## src/rtl/fetch_pc_unit_if.sv

```systemverilog
`default_nettype none
// +------------------------------------------------------------------------+
// | fetch_pc_unit_if : redirect inputs, instruction-memory bus, decode port |
// | Revision 1.0                                                            |
// +------------------------------------------------------------------------+
interface fetch_pc_unit_if #(
   parameter int WIDTH = 32
);
   logic [1:0]       pc_src;
   logic             branch_valid;
   logic [WIDTH-1:0] target;
   logic [WIDTH-1:0] sepc;
   logic [WIDTH-1:0] mepc;
   logic             trap_taken;
   logic [WIDTH-1:0] trap_addr;
   logic             inst_mem_rd_en;
   logic [WIDTH-1:0] inst_mem_addr;
   logic             inst_mem_ack;
   logic [31:0]      inst_mem_data;
   logic             inst_valid;
   logic             inst_ready;
   logic [31:0]      inst;
   logic [WIDTH-1:0] inst_pc;

   // master: the fetch unit itself
   modport master (
      input  pc_src, branch_valid, target, sepc, mepc, trap_taken, trap_addr,
      input  inst_mem_ack, inst_mem_data, inst_ready,
      output inst_mem_rd_en, inst_mem_addr, inst_valid, inst, inst_pc
   );

   // slave: branch logic, instruction memory and decode around it
   modport slave (
      output pc_src, branch_valid, target, sepc, mepc, trap_taken, trap_addr,
      output inst_mem_ack, inst_mem_data, inst_ready,
      input  inst_mem_rd_en, inst_mem_addr, inst_valid, inst, inst_pc
   );
endinterface
`default_nettype wire

```

## src/rtl/fetch_pc_unit.sv

```systemverilog
`default_nettype none
// +------------------------------------------------------------------------+
// | fetch_pc_unit : PC register and single-outstanding fetch sequencer      |
// | Revision 1.0                                                            |
// +------------------------------------------------------------------------+
module fetch_pc_unit #(
   parameter int               WIDTH    = 32,
   parameter logic [WIDTH-1:0] RESET_PC = '0
) (
   input wire logic        clock,
   input wire logic        reset_n,
   fetch_pc_unit_if.master bus
);
   typedef enum logic [1:0] {BOOT, FETCH, HOLD, DRAIN} state_t;

   localparam logic [WIDTH-1:0] C_TARGET_MASK = {{(WIDTH-1){1'b1}}, 1'b0};

   state_t           r_state;
   logic [WIDTH-1:0] r_pc;
   logic [WIDTH-1:0] r_addr;
   logic             r_rdEn;
   logic             r_valid;
   logic [31:0]      r_inst;
   logic [WIDTH-1:0] r_instPc;

   logic             w_redirect;
   logic [WIDTH-1:0] w_newPc;
   logic [WIDTH-1:0] w_pcNext;
   logic [WIDTH-1:0] w_holdNext;

   always_comb begin
      w_redirect = bus.trap_taken | (bus.branch_valid & (bus.pc_src != 2'b00));
      w_newPc    = r_pc;
      if (bus.trap_taken) begin
         w_newPc = bus.trap_addr;
      end else begin
         case (bus.pc_src)
            2'b01:   w_newPc = bus.sepc;
            2'b10:   w_newPc = bus.mepc;
            2'b11:   w_newPc = bus.target & C_TARGET_MASK;
            default: w_newPc = r_pc;
         endcase
      end
      w_pcNext   = w_redirect ? w_newPc : r_pc;
      w_holdNext = w_redirect ? w_newPc : (r_pc + WIDTH'(4));
   end

   always_ff @(posedge clock or negedge reset_n) begin
      if (!reset_n) begin
         r_state  <= BOOT;
         r_pc     <= RESET_PC;
         r_addr   <= RESET_PC;
         r_rdEn   <= 1'b0;
         r_valid  <= 1'b0;
         r_inst   <= '0;
         r_instPc <= RESET_PC;
      end else begin
         case (r_state)
            BOOT: begin
               r_pc    <= w_pcNext;
               r_addr  <= w_pcNext;
               r_rdEn  <= 1'b1;
               r_state <= FETCH;
            end
            FETCH: begin
               if (bus.inst_mem_ack) begin
                  if (w_redirect) begin
                     // Returned word belongs to the abandoned path; reissue at once
                     r_pc   <= w_newPc;
                     r_addr <= w_newPc;
                  end else begin
                     r_inst   <= bus.inst_mem_data;
                     r_instPc <= r_pc;
                     r_valid  <= 1'b1;
                     r_rdEn   <= 1'b0;
                     r_state  <= HOLD;
                  end
               end else if (w_redirect) begin
                  r_pc    <= w_newPc;
                  r_state <= DRAIN;
               end
            end
            DRAIN: begin
               // Old request must complete before the redirected one may issue
               r_pc <= w_pcNext;
               if (bus.inst_mem_ack) begin
                  r_addr  <= w_pcNext;
                  r_state <= FETCH;
               end
            end
            HOLD: begin
               if (w_redirect || bus.inst_ready) begin
                  r_valid <= 1'b0;
                  r_pc    <= w_holdNext;
                  r_addr  <= w_holdNext;
                  r_rdEn  <= 1'b1;
                  r_state <= FETCH;
               end
            end
            default: r_state <= BOOT;
         endcase
      end
   end

   assign bus.inst_mem_rd_en = r_rdEn;
   assign bus.inst_mem_addr  = r_addr;
   assign bus.inst_valid     = r_valid;
   assign bus.inst           = r_inst;
   assign bus.inst_pc        = r_instPc;
endmodule
`default_nettype wire

```

## src/flat_wrapper.sv

```systemverilog
// flat-port wrapper written by rule: the top's interface ports become plain ports
module fetch_pc_unit_flat 
#(
   parameter int               WIDTH    = 32,
   parameter logic [WIDTH-1:0] RESET_PC = '0
)
  (clock, reset_n, bus_pc_src, bus_branch_valid, bus_target, bus_sepc, bus_mepc, bus_trap_taken, bus_trap_addr, bus_inst_mem_ack, bus_inst_mem_data, bus_inst_ready, bus_inst_mem_rd_en, bus_inst_mem_addr, bus_inst_valid, bus_inst, bus_inst_pc);
  fetch_pc_unit_if #(.WIDTH(WIDTH)) bus_i ();
  input wire logic clock;
  input wire logic reset_n;
  input wire logic [$bits(bus_i.pc_src)-1:0] bus_pc_src;
  input wire logic [$bits(bus_i.branch_valid)-1:0] bus_branch_valid;
  input wire logic [$bits(bus_i.target)-1:0] bus_target;
  input wire logic [$bits(bus_i.sepc)-1:0] bus_sepc;
  input wire logic [$bits(bus_i.mepc)-1:0] bus_mepc;
  input wire logic [$bits(bus_i.trap_taken)-1:0] bus_trap_taken;
  input wire logic [$bits(bus_i.trap_addr)-1:0] bus_trap_addr;
  input wire logic [$bits(bus_i.inst_mem_ack)-1:0] bus_inst_mem_ack;
  input wire logic [$bits(bus_i.inst_mem_data)-1:0] bus_inst_mem_data;
  input wire logic [$bits(bus_i.inst_ready)-1:0] bus_inst_ready;
  output wire logic [$bits(bus_i.inst_mem_rd_en)-1:0] bus_inst_mem_rd_en;
  output wire logic [$bits(bus_i.inst_mem_addr)-1:0] bus_inst_mem_addr;
  output wire logic [$bits(bus_i.inst_valid)-1:0] bus_inst_valid;
  output wire logic [$bits(bus_i.inst)-1:0] bus_inst;
  output wire logic [$bits(bus_i.inst_pc)-1:0] bus_inst_pc;
  assign bus_i.pc_src = bus_pc_src;
  assign bus_i.branch_valid = bus_branch_valid;
  assign bus_i.target = bus_target;
  assign bus_i.sepc = bus_sepc;
  assign bus_i.mepc = bus_mepc;
  assign bus_i.trap_taken = bus_trap_taken;
  assign bus_i.trap_addr = bus_trap_addr;
  assign bus_i.inst_mem_ack = bus_inst_mem_ack;
  assign bus_i.inst_mem_data = bus_inst_mem_data;
  assign bus_i.inst_ready = bus_inst_ready;
  assign bus_inst_mem_rd_en = bus_i.inst_mem_rd_en;
  assign bus_inst_mem_addr = bus_i.inst_mem_addr;
  assign bus_inst_valid = bus_i.inst_valid;
  assign bus_inst = bus_i.inst;
  assign bus_inst_pc = bus_i.inst_pc;
  fetch_pc_unit #(.WIDTH(WIDTH), .RESET_PC(RESET_PC)) u_core (.clock(clock), .reset_n(reset_n), .bus(bus_i));
endmodule
```

## config.mk

```make
export PLATFORM = sky130hd
export DESIGN_NAME = fetch_pc_unit_flat
export DESIGN_NICKNAME = d
export VERILOG_FILES = /design/src/rtl/fetch_pc_unit_if.sv /design/src/rtl/fetch_pc_unit.sv /design/src/flat_wrapper.sv
export SDC_FILE = /design/constraint.sdc
export NUM_CORES = 1
export LEC_CHECK = 0
export BUFFER_PORTS_ARGS = -buffer_cell sky130_fd_sc_hd__buf_2
export CAP_MARGIN = 20
export CORE_MARGIN = 2
export CORE_UTILIZATION = 45
export CTS_BUF_LIST = sky130_fd_sc_hd__clkbuf_8
export CTS_CLUSTER_DIAMETER = 60
export CTS_CLUSTER_SIZE = 20
export DETAILED_ROUTE_END_ITERATION = 12
export HOLD_SLACK_MARGIN = 0.05
export PLACE_DENSITY = 0.69
export SLEW_MARGIN = 20
export SYNTH_ARGS = -nofsm -noshare
export SYNTH_HDL_FRONTEND = slang
export SYNTH_SLANG_ARGS = --single-unit
export TNS_END_PERCENT = 50
```

## constraint.sdc

```tcl
create_clock -name clock -period 6.6 [get_ports clock]
set_clock_uncertainty 0.05 [all_clocks]
set_input_delay 0.33 -clock clock [delete_from_list [all_inputs] [get_ports clock]]
set_output_delay 0.33 -clock clock [all_outputs]
set_load 0.01 [all_outputs]
```

# == Yosys cells after proc, flatten, opt, wreduce, memory -nomap -nowiden ==
# Cells that the tools add are included.
# word_totals
out_inout_bits,98
ff_bits,132
inputBits,168
romBits,0
latch_bits,0
mem_count,0
ramBits,0
# op_classes
eq_ne,13
div,0
n_lt_le_gt_ge,0
n_shift,0
reduce_logical,11
mul,0
bitwise_logic,3
add_sub_neg,1
mux,24
# op_table
op,count
2-to-1 mux 32 bit,7
case mux 32 bit (4 select lines),1
case mux 32 bit (3 select lines),1
case mux 32 bit (2 select lines),1
"adder 32 x 3 -> 32 bit, second input constant",1
AND reduction 4 bit,4
2-to-1 mux 2 bit,5
"equality test 2 bit, second input constant",4
case mux 2 bit (4 select lines),1
2-to-1 mux 1 bit,6
"inequality test 2 bit, second input constant",3
"equality test 2 x 1 -> 1 bit, second input constant",2
"inequality test 2 x 1 -> 1 bit, second input constant",2
nonzero test 2 bit,2
"inequality test 3 x 2 -> 1 bit, second input constant",1
"inequality test 3 bit, second input constant",1
case mux 1 bit (3 select lines),1
AND reduction 3 bit,1
nonzero test 3 bit,1
OR reduction 3 bit,1
logical NOT 2 bit,1
case mux 1 bit (2 select lines),1
AND 1 bit,1
logical OR 1 bit,1
other kinds (2),2

# == Longest topological paths before layout ==
# logic_depth
word_depth,6
mapped_depth,10
mapped_depth_nobuf,8

# == Worst setup path before layout ==
# No wires, ideal clock.
# synth_timing
kind,flip-flop to flip-flop
from,register u_core.r_state[0]
to,register u_core.r_pc[17]
setup_slack_ns,4.417
t_required_ns,6.424
setup_ns,0.126
arrival_time_ns,2.007
stages_incl_launch_ff,11
synth_period_minus_slack_ns,2.183
path_cell_list,dfrtp_1 > inv_1 > ha_1 > buf_2 > nand2_1 > or3_1 > clkbuf_1 > nor2_1 > nand2_1 > xnor2_1 > a221o_1
# synth_between
elab_chain_len,3
word_cells_on_any_way,7
cone_classes,eq/ne (4); mux (1); reduce/logical (2)
# synth_lines
element,line_no,rtl
"start, declared",fetch_pc_unit.sv:18,state_t r_state;
"start signal, assigned",fetch_pc_unit.sv:50,r_state <= BOOT;
"start signal, assigned",fetch_pc_unit.sv:63,r_state <= FETCH;
"start signal, assigned",fetch_pc_unit.sv:76,r_state <= HOLD;
"equality test 2 x 1 -> 1 bit, or another cell as far along",fetch_pc_unit.sv:58,case (r_state)
OR reduction 3 bit (no line),--,
case mux 32 bit (2 select lines),fetch_pc_unit.sv:58,
"end signal, assigned",fetch_pc_unit.sv:60,r_pc <= w_pcNext;
"end signal, assigned",fetch_pc_unit.sv:69,r_pc <= w_newPc;
"end signal, assigned",fetch_pc_unit.sv:79,r_pc <= w_newPc;
"end, declared",fetch_pc_unit.sv:19,logic [WIDTH-1:0] r_pc;
# Several ways; a longest one is shown, not always the timed one.
# A chain may end at the register's enable or synchronous reset.

# == Final worst setup path ==
# layout_timing
from,register u_core.r_state[0]
to,"register u_core.r_addr[7], in the netlist u_core.bus.inst_mem_addr[7]"
# layout_between
elab_chain_len,3
word_cells_on_any_way,10
cone_classes,eq/ne (7); mux (1); reduce/logical (2)
# layout_lines
element,line_no,rtl
equality test 2 bit / equality test 2 x 1 -> 1 bit (equally long branches),fetch_pc_unit.sv:58,
inequality test 2 x 1 -> 1 bit (no line) / inequality test 2 bit (equally long branches),--,
AND reduction 4 bit (no line),--,
"end signal, assigned",fetch_pc_unit.sv:61,r_addr <= w_pcNext;
"end signal, assigned",fetch_pc_unit.sv:70,r_addr <= w_newPc;
"end signal, assigned",fetch_pc_unit.sv:87,r_addr <= w_pcNext;
"end, declared",fetch_pc_unit.sv:20,logic [WIDTH-1:0] r_addr;
# Several ways; a longest one is shown, not always the timed one.

==> results by stage <==
Run status:
- The run finished with clean final reports.

Synthesis:
- The synthesized design spends more area on one cell type than any other, namely dfrtp_1.
- The part of the Yosys area used for sequential elements is 0.395.
- The mean post-synth cell area is about 10 um2.
- In the synthesized netlist the async set-or-reset flop fraction comes to 1.00.
- The post-synthesis cell area is between 8000 and 9000 um2.
- The post-synthesis cell type count is 66.
- Yosys printed 0 warnings.
- Of the post-synthesis cell area, the dominant cell type holds 0.395.
- The most instantiated library cell after synthesis is dfrtp_1.
- The commonest cells after synthesis are dfrtp_1, nor2_1, nand2_1.
- The number of synthesized register bits is roughly 130.
- When the netlist entered floorplanning its net count stood at between 1,000 and 1,500.
- The count of flip-flops with a built-in enable after synthesis is 0.
- The most used flip-flop cell after synthesis is dfrtp_1.
- After synthesis, the cell types taking the most area are dfrtp_1, mux2_2, mux4_2, xnor2_1, a21oi_1.
- Synthesis produced a netlist whose cell count is 837.

Detailed routing:
- Dividing the detail-routed via count by the number of cells gives approximately 5.9.
- The number of nets with antenna violations after routing is 0.
- Dividing the detail-routed wire length by the instance count gives 20.2 um.
- The met1 wire length is 11,300 um.
- The routed wire length on met3 is 2500 um.
- The detailed router used layers up to and including met4.
- The routed layout has 7,828 vias.
- For this run, the detailed router's first-pass iteration total came to 6.
- In the routed design, unresolved DRC markers number 0.
- The sum of met2 wire segment lengths after detailed routing is 12,500 um.
- For this block, the routed nets add up to 27,000 um of wire.
- The detailed router finished its first iteration with ~750 violations.

Floorplanning:
- The initial core utilization is 0.462.
- The number of primary I/O pins is 266.
- The floorplan step defined a core boundary enclosing 18,100 um2.
- In this run the horizontal extent of the chip is 140 um.
- The die area is 19,700 um2.
- From bottom edge to top edge, the die measures 140 um.
- In this run the core area contains approximately 50 standard-cell rows.

Place:
- The congestion estimate from routability-driven global placement came to 0.880.
- Input and output buffers added on the ports amount to 264.
- Summed over all nets, the half-perimeter wirelength after detailed placement is between 15,000 and 20,000 um.
- The placed instances occupy a cell area of approximately 10000 um2.

Timing:
- The post-route minimum period is 3.18 ns.
- Setup repair after global routing left no endpoint under its margin.
- Timing would allow up to 314 MHz.
- The slew of the pin with the lowest slew margin is roughly 1.1 ns.
- The total negative slack is 0 ns.
- The final-report max-slew violation count was 0.
- Setup violations remaining at the end of the flow were counted as 0.
- The part of the cycle the worst path needs is 0.482.
- The relative slew slack is 0.276.
- The number of endpoints with negative hold slack in the final report is 0.

Critical path:
- The critical setup path kind is register to register.
- The origin of the critical flop-to-flop path is u_core.r_state[0]$_DFFE_PN0P_.
- The maximum net fanout on the critical path is 33.
- The data arrival time at the worst-slack endpoint is 3.46 ns.
- In this run the worst setup path begins at u_core.r_state[0]$_DFFE_PN0P_.
- The sort of element at the start of the critical path is a register.
- The data required time of the worst path is just under 7 ns.
- The category of the worst setup path capture point is a register.

Final layout:
- For this run, the post-layout net count is 1,265.
- The filler cell count in the final layout is 1,626.
- The fraction of layout cells with a size suffix above 1 is 0.381.
- Relative to the synthesized area, the layout overhead comes to 25.5%.
- In the final layout, the multi-input gates occupy 4660 um2.
- The register area is about 3300 um2.
- With fillers left out, the area of the finished cells amounts to around 10,000 um2.

Pwr:
- The power density relative to cell area is approximately 380 nW/um2.
- Summed over all cells, the static leakage comes to 4.56 nW.
- Across the VDD grid, the largest voltage drop is 0.169 mV.

Clock tree:
- The root buffer cell is clkbuf_8.
- The clock tree from TritonCTS is built.
- The depth of the CTS H-tree is 4.
- The number of clock sinks is 132.
- The total CTS buffers is 17.
- After clock tree synthesis, the clock-pin slew on the worst setup and hold paths is 0.08 ns.
- The maximum clock path buffer count is 2.
- The worst-skew pair later-pin latency is 0.46 ns.

GRT:
- The via count of the first global-routing pass was 7,641.
- The total global routing track utilization is 0.277.
- For this run the aggregate overflow at the end of global routing stands at 0.
- The first-pass GRT wire length is 42,200 um.
- The initial antenna violation count was 3.
- Entering global routing, the biggest net connects 78 pins.

Hold path:
- The source of the worst hold timing path is bus_trap_addr[18].
- The kind of path behind the tightest hold check is input pin to register.

Job:
- The max-capacitance violation count is 0.
[layout by cell type, fill, tap and decap left out, drive strengths merged, types with 4 or more instances in the layout]
| cell type | Yosys | layout |
|---|---|---|
| clkbuf | 21 | 18 |
| nand2b | 10 | 10 |
| nand3 | 24 | 24 |
| inv | 7 | 8 |
| dfrtp | 132 | 132 |
| mux2i | 23 | 23 |
| clkinv | 1 | 7 |
| nor2 | 70 | 70 |
| a31oi | 20 | 20 |
| a21o | 4 | 4 |
| o22ai | 16 | 16 |
| and4 | 4 | 4 |
| a211oi | 14 | 14 |
| and3 | 10 | 10 |
| mux4 | 27 | 27 |
| nand2 | 70 | 70 |
| buf | 56 | 279 |
| nand4 | 17 | 17 |
| nor4 | 10 | 10 |
| o22a | 9 | 9 |
| o31ai | 4 | 4 |
| dlygate4sd3 | 0 | 34 |
| o211ai | 7 | 7 |
| xnor2 | 39 | 39 |
| ha | 5 | 5 |
| a211o | 5 | 5 |
| nor3 | 18 | 18 |
| xor2 | 13 | 13 |
| mux2 | 68 | 68 |
| o21ai | 42 | 42 |
| a21oi | 58 | 58 |
[final cells by class]
cell class,instances,share of cell area
clock inverters,13,0.0154
repair buffers,313,0.171
diodes,3,0.000715
flip-flops and latches,132,0.315
clock buffers,18,0.0236
well taps,229,0.0273
inverters,8,0.00286
multi-input cells,620,0.444
[logic make-up (layout without fill, tap and decap cells)]
group,after synthesis,after routing,share of synthesized area
AND/OR/NAND/NOR,247,247,0.151
AO/OA/AOI/OAI,198,198,0.149
flip-flops,132,132,0.395
multiplexers,118,118,0.192
buffers and inverters,85,352,0.0510
XOR/XNOR,52,52,0.0545
adder cells (fa/ha/maj),5,5,0.00748
other,0,3,0
[where the power goes]
part	internal (W)	total [W]	switching, W
logic	0.000806	0.00187	0.00106
registers	0.00115	0.00137	0.000220
clock network	0.000380	0.000725	0.000344
[repair_timing]
item                                   in CTS  in global routing
setup buffers                               0                  0
hold buffers                               34                  0
gates resized for setup                     0                  0
endpoints found under the hold margin     109                  0
[final timing paths]
| path | depth (start not counted) | to | slack, ns |
|---|---|---|---|
| setup reg to reg | 8 | u_core.bus.inst_mem_addr[7]$_DFFE_PN0P_ | 3.42 |
| max in group asynchronous | 3 | u_core.bus.inst[6]$_DFFE_PN0P_ | 4.88 |
| hold / removal | 3 | u_core.r_pc[18]$_DFFE_PN0N_ | 0.09 |
| min in group asynchronous | 2 | u_core.bus.inst_pc[14]$_DFFE_PN0P_ | 0.40 |
| setup / recovery | 8 | u_core.bus.inst_mem_addr[7]$_DFFE_PN0P_ | 3.42 |
| hold reg to reg | 2 | u_core.bus.inst_pc[20]$_DFFE_PN0P_ | 0.43 |
[per-layer routing]
layer  vias to the layer above  global-route usage
li1                       3599                   -
met1                      3770               0.374
met2                       413               0.445
met3                        46              0.0619
met4                         0              0.0962
met5                         -                   0
[per-stage QoR]
step / hold slack [ns] / setup WS [ns] / utilization / power [W] / cells
CTS: 0.0561 / 3.49 / 0.579 / 0.00397 / 1332
detailed placement: 0.384 / 3.43 / 0.537 / 0.00323 / 1267
finish: 0.0871 / 3.42 / 0.580 / 0.00397 / 1336
floorplan: -0.0156 / 4.42 / - / 0.00250 / 837
global route: 0.0652 / 3.27 / 0.580 / 0.00422 / 1336
global placement: 0.384 / 3.47 / 0.537 / 0.00317 / 1267
[registers in the layout (all words and copies together) (netlist names)]
register / cells
u_core.bus.inst_pc: 32
u_core.bus.inst_mem_addr: 32
u_core.bus.inst_valid: 1
u_core.r_state: 2
u_core.bus.inst: 32
u_core.bus.inst_mem_rd_en: 1
u_core.r_pc: 32
[worst max-delay path, cell delays in order (launching register included)]
cell and delay, ns:
dfrtp_1 0.43, inv_1 0.09, ha_1 0.29, buf_4 0.38
clkinv_1 0.39, nand2_1 0.59, nor2_1 0.27, a221oi_1 0.43
a21oi_1 0.12
(Power assumes the default switching activity.)
